## src/rtl/bnn_conv_stream.sv

```systemverilog
// Streaming binary conv: line buffer + KxK window, XNOR-popcount vs per-channel threshold, stride 1.
// One registered output per completing pixel (latency 1); in_ready drops only while an output is held.
module bnn_conv_stream #(
   parameter int IMG_W = 28,
   parameter int IMG_H = 28,
   parameter int K     = 5,
   parameter int C_IN  = 1,
   parameter int N_OUT = 18,
   parameter int bW    = 8
) (
   input  logic                        clk,
   input  logic                        rst_n,
   input  logic                        clr,
   input  logic [C_IN-1:0]             in_data,
   input  logic                        in_valid,
   output logic                        in_ready,
   input  logic [N_OUT*K*K*C_IN-1:0]   kernels,
   input  logic [N_OUT*bW-1:0]         kernel_offset,
   input  logic [N_OUT-1:0]            thr_inv,
   output logic [N_OUT-1:0]            out_data,
   output logic                        out_valid,
   input  logic                        out_ready,
   output logic                        out_last
);
   localparam int KK = K * K * C_IN;
   localparam int PW = $clog2(KK + 1);
   localparam int CW = (IMG_W > 1) ? $clog2(IMG_W) : 1;
   localparam int RW = (IMG_H > 1) ? $clog2(IMG_H) : 1;

   generate
      if (bW < PW) begin : g_bw_too_small
         $error("bnn_conv_stream: bW must be >= clog2(K*K*C_IN+1)");
      end
      if (K < 2) begin : g_k_too_small
         $error("bnn_conv_stream: K must be >= 2");
      end
   endgenerate

   logic [CW-1:0]     col_q, col_d;
   logic [RW-1:0]     row_q, row_d;
   logic [KK-1:0]     win_q, win_d, win_nxt;
   logic [N_OUT-1:0]  out_data_q, out_data_d;
   logic              out_valid_q, out_valid_d;
   logic              out_last_q, out_last_d;
   logic [C_IN-1:0]   lb_q [K-1][IMG_W];
   logic [C_IN-1:0]   lb_d [K-1][IMG_W];
   logic [C_IN-1:0]   col_vec [K];
   logic [N_OUT-1:0]  res;
   logic [PW-1:0]     pop;
   logic              accept, fire, at_last_col, at_last_row;

   assign in_ready    = !out_valid_q || out_ready;
   assign accept      = in_valid && in_ready && !clr;
   assign at_last_col = (col_q == CW'(IMG_W - 1));
   assign at_last_row = (row_q == RW'(IMG_H - 1));
   assign fire        = accept && (row_q >= RW'(K - 1)) && (col_q >= CW'(K - 1));

   assign out_data  = out_data_q;
   assign out_valid = out_valid_q;
   assign out_last  = out_last_q;

   always_comb begin
      col_d = col_q;
      row_d = row_q;
      if (clr) begin
         col_d = '0;
         row_d = '0;
      end else if (accept) begin
         if (at_last_col) begin
            col_d = '0;
            row_d = at_last_row ? '0 : row_q + RW'(1);
         end else begin
            col_d = col_q + CW'(1);
         end
      end
   end

   // Column entering the window: K-1 buffered rows (oldest first) plus the live pixel.
   always_comb begin
      col_vec = '{default: '0};
      for (int r = 0; r < K - 1; r++) begin
         col_vec[r] = lb_q[r][col_q];
      end
      col_vec[K-1] = in_data;
   end

   always_comb begin
      lb_d = lb_q;
      if (accept) begin
         for (int r = 0; r < K - 1; r++) begin
            lb_d[r][col_q] = col_vec[r+1];
         end
      end
   end

   always_comb begin
      win_nxt = '0;
      for (int r = 0; r < K; r++) begin
         for (int c = 0; c < K - 1; c++) begin
            win_nxt[(r*K+c)*C_IN +: C_IN] = win_q[(r*K+c+1)*C_IN +: C_IN];
         end
         win_nxt[(r*K+K-1)*C_IN +: C_IN] = col_vec[r];
      end
      win_d = win_q;
      if (clr) begin
         win_d = '0;
      end else if (accept) begin
         win_d = win_nxt;
      end
   end

   // Threshold is evaluated on the window as it will look after this pixel shifts in.
   always_comb begin
      res = '0;
      pop = '0;
      for (int n = 0; n < N_OUT; n++) begin
         pop = '0;
         for (int i = 0; i < KK; i++) begin
            if (win_nxt[i] == kernels[n*KK+i]) begin
               pop = pop + PW'(1);
            end
         end
         res[n] = (bW'(pop) >= kernel_offset[n*bW +: bW]) ^ thr_inv[n];
      end
   end

   always_comb begin
      out_valid_d = out_valid_q;
      out_last_d  = out_last_q;
      out_data_d  = out_data_q;
      if (clr) begin
         out_valid_d = 1'b0;
         out_last_d  = 1'b0;
      end else if (fire) begin
         out_valid_d = 1'b1;
         out_data_d  = res;
         out_last_d  = at_last_row && at_last_col;
      end else if (out_ready) begin
         out_valid_d = 1'b0;
         out_last_d  = 1'b0;
      end
   end

   always_ff @(posedge clk or negedge rst_n) begin
      if (!rst_n) begin
         col_q       <= '0;
         row_q       <= '0;
         win_q       <= '0;
         out_data_q  <= '0;
         out_valid_q <= 1'b0;
         out_last_q  <= 1'b0;
      end else begin
         col_q       <= col_d;
         row_q       <= row_d;
         win_q       <= win_d;
         out_data_q  <= out_data_d;
         out_valid_q <= out_valid_d;
         out_last_q  <= out_last_d;
      end
   end

   // Line buffer rows are always rewritten before they reach the window, so no reset is needed.
   always_ff @(posedge clk) begin
      lb_q <= lb_d;
   end

endmodule

```

## config.mk

```make
export PLATFORM = sky130hd
export DESIGN_NAME = bnn_conv_stream
export DESIGN_NICKNAME = d
export VERILOG_FILES = /design/src/rtl/bnn_conv_stream.sv
export SDC_FILE = /design/constraint.sdc
export NUM_CORES = 2
export LEC_CHECK = 0
export CAP_MARGIN = 20
export CORE_MARGIN = 3
export CORE_UTILIZATION = 64
export DETAILED_ROUTE_END_ITERATION = 10
export PLACE_DENSITY = 0.93
export SKIP_LAST_GASP = 1
export SLEW_MARGIN = 20
export SYNTH_ARGS = -nofsm -noshare
export SYNTH_HDL_FRONTEND = slang
export SYNTH_SLANG_ARGS = --single-unit
export TNS_END_PERCENT = 30
```

## constraint.sdc

```tcl
create_clock -name clk -period 23.2 [get_ports clk]
set_clock_uncertainty 0.1 [all_clocks]
set_input_delay 3.48 -clock clk [delete_from_list [all_inputs] [get_ports clk]]
set_output_delay 3.48 -clock clk [all_outputs]
set_load 0.01 [all_outputs]
```

==> impl_metrics.yaml <==
placement:
  dp_hpwl_um: 183800
  numPortBuffers: 638
  place_inst: 11320
  place_area_um2: 78670
  gp_congestion: 0.9858
floorplan:
  rows: 121
  io_pins: 639
  die_h_um: 339.3
  core_um2: 109600
  dieArea_um2: 115100
  die_w_um: 339.3
  initial_utilization_pct: 64.85
final_layout:
  fin_util_pct: 72.53
  register_area_um2: 4652
  nFillCells: 8667
  layout.nets: 10990
  multi_input_area_um2: 63940
  final-instance-count-excl-fill: 11410
  area_delta_synth_final_pct: 11.84
  drive_gt1_share_pct: 5.327
  final_common_cell: "xnor2_1"
  most-common-layout-cells: "xnor2_1 (1530), nand2_1 (1037), nor2_1 (747)"
  final_cell_area_um2: 79500
route:
  num_vias: 73170
  drt-initial-drc-count: 6593
  viasPerCell: 6.411
  routed_wl_um: 229600
  drc: 0
  final_antenna_net_count: 0
  wire_per_inst_um: 20.11
  first_pass_iters: 7
job:
  maxCapViolations: 0
critical_path:
  crit_buf_inv: 2
  crit_type: "input port to register"
  cp-start-kind: "input port"
  r2r-start: "col_q[1]"
  cp-endpoint: "out_data[16]"
  crit_fanout: 7
  cp-startpoint: "kernels[401]"
  cp-end-kind: "register"
  cp.arrival_ns: 19.43
  cp_top_family: "compound AO/OA/AOI/OAI gates"
  path_depth: 74
  reg2reg_slack_ns: 5.62
  cp_slowest_cell: "o31ai_1"
  r2r_end: "out_data[13]"
  crit_required_ns: 23.45
  slowest_delay_ns: 0.60
  rr_worst_depth: 68
logic_synthesis:
  yosys_warnings: 0
  syn_inst: 9383
  avgSynthCellArea_um2: 7.576
  async_flop_share_pct: 30.86
  syn-num-nets: 10510
  ys.flop_type: "edfxtp_1"
  synth.distinct_cells: 131
  yosysSeqAreaShare_pct: 6.492
  synth_edf_count: 112
  ys_seq_elements: 162
  synth_area_um2: 71080
grt:
  grt_pass1_wl_um: 356100
  grt.overflow.total: 0
  antenna_found_initial: 69
  track_usage_pct: 37.41
  grt_max_degree: 51
  first_global_vias: 68040
clock_network:
  clk_latency_ns: 0.48
  numCtsBuffers: 17
  path_clk_slew_ns: 0.09
  cts_tree: "yes"
  clock_path_buffers: 2
  cts_setup_buffers: 0
  htree_levels: 4
  clkSinkCount: 162
  cts_root_buffer: "clkbuf_16"
  hold_buffers: 0
  cts-resized-gates: 0
timing:
  finalHoldViolations: 0
  finalSetupTns_ns: 0
  slew_viol_final: 0
  period_needed_ns: 19.18
  rsz0062_at_grt: "false"
  clock.fmax_mhz: 52.13
  worst_pin_slew_ns: 1.191
  fin_crit_sh_pct: 82.68
  setup-violations-final: 0
  slew_headroom_pct: 20.18
hold_path:
  min-delay-start: "out_data[7]"
  hp-class: "register to register"
run_status:
  outcome: "complete, no violations"
kinds of logic after synthesis:
family          share of synthesized area [%]
simple gates                            22.08
xor+xnor                                35.35
compound gates                          19.80
buf+inv                                 3.649
fa+ha+maj                               9.079
mux                                     3.552
flops                                   6.492
layout make-up:
| class | count | share of cell area, % |
|---|---|---|
| clock buffers | 19 | 0.5839 |
| diodes | 63 | 0.1983 |
| multi-input cells | 8600 | 80.43 |
| flip-flops and latches | 162 | 5.852 |
| clock inverters | 13 | 0.2266 |
| well taps | 1476 | 2.323 |
| inverters | 385 | 1.821 |
| repair buffers | 695 | 8.562 |
worst reg2reg max path: cells and delay by family, from the launching register on:
| family | cells | cell delay [ns] |
|---|---|---|
| flops | 1 | 0.55 |
| xor+xnor | 10 | 1.79 |
| compound gates | 20 | 5.76 |
| fa+ha+maj | 11 | 3.30 |
| buf+inv | 4 | 1.24 |
| mux | 5 | 1.67 |
| simple gates | 18 | 3.05 |
how the worst min path moves through the flow:
stage | slack [ns] | depth (start not counted) | end
4_1_cts | 0.39 | 2 | out_data[7]
6_report | 0.39 | 2 | out_data[7]
5_1_grt | 0.40 | 2 | out_data[7]
2_1_floorplan | 0.42 | 2 | out_data[0]
3_5_place_dp | 0.37 | 2 | out_data[7]
3_3_place_gp | 0.36 | 2 | out_data[4]
metal layers:
layer  part of all wire, %  global-route usage (%)  vias up
met5                 0.037                       0        -
met4                   6.0                   19.57       14
met3                   9.9                   7.930      683
met2                    44                   60.36     3398
met1                    40                   46.89    34270
li1                      -                       -    34810
flip-flops by register name (all words and copies together) (netlist names):
register,flops
out_valid,1
out_last,1
win_q,20
col_q,5
lb_q,112
out_data,18
row_q,5
cell usage after synthesis, drive strengths merged, types with 164 or more instances:
cell | instances | area, um2
xnor2 | 1646 | 15530
nor3 | 259 | 1311
xor2 | 735 | 6704
a21oi | 510 | 2552
nand3 | 319 | 1602
inv | 383 | 1440
nor2 | 747 | 2804
ha | 510 | 6381
o21ai | 462 | 2331
a31oi | 164 | 1045
nand2 | 1037 | 3892
metrics by stage:
stage / hold WS (ns) / setup slack (ns)
finish: 0.3868 / 4.017
global route: 0.4027 / 2.965
CTS: 0.3906 / 4.290
detailed placement: 0.3694 / 3.806
global placement: 0.3620 / 4.149
floorplan: 0.4162 / 6.189
Power is not shown: default switching activity piles up to over one toggle a cycle in this logic, so the estimate is an artifact.
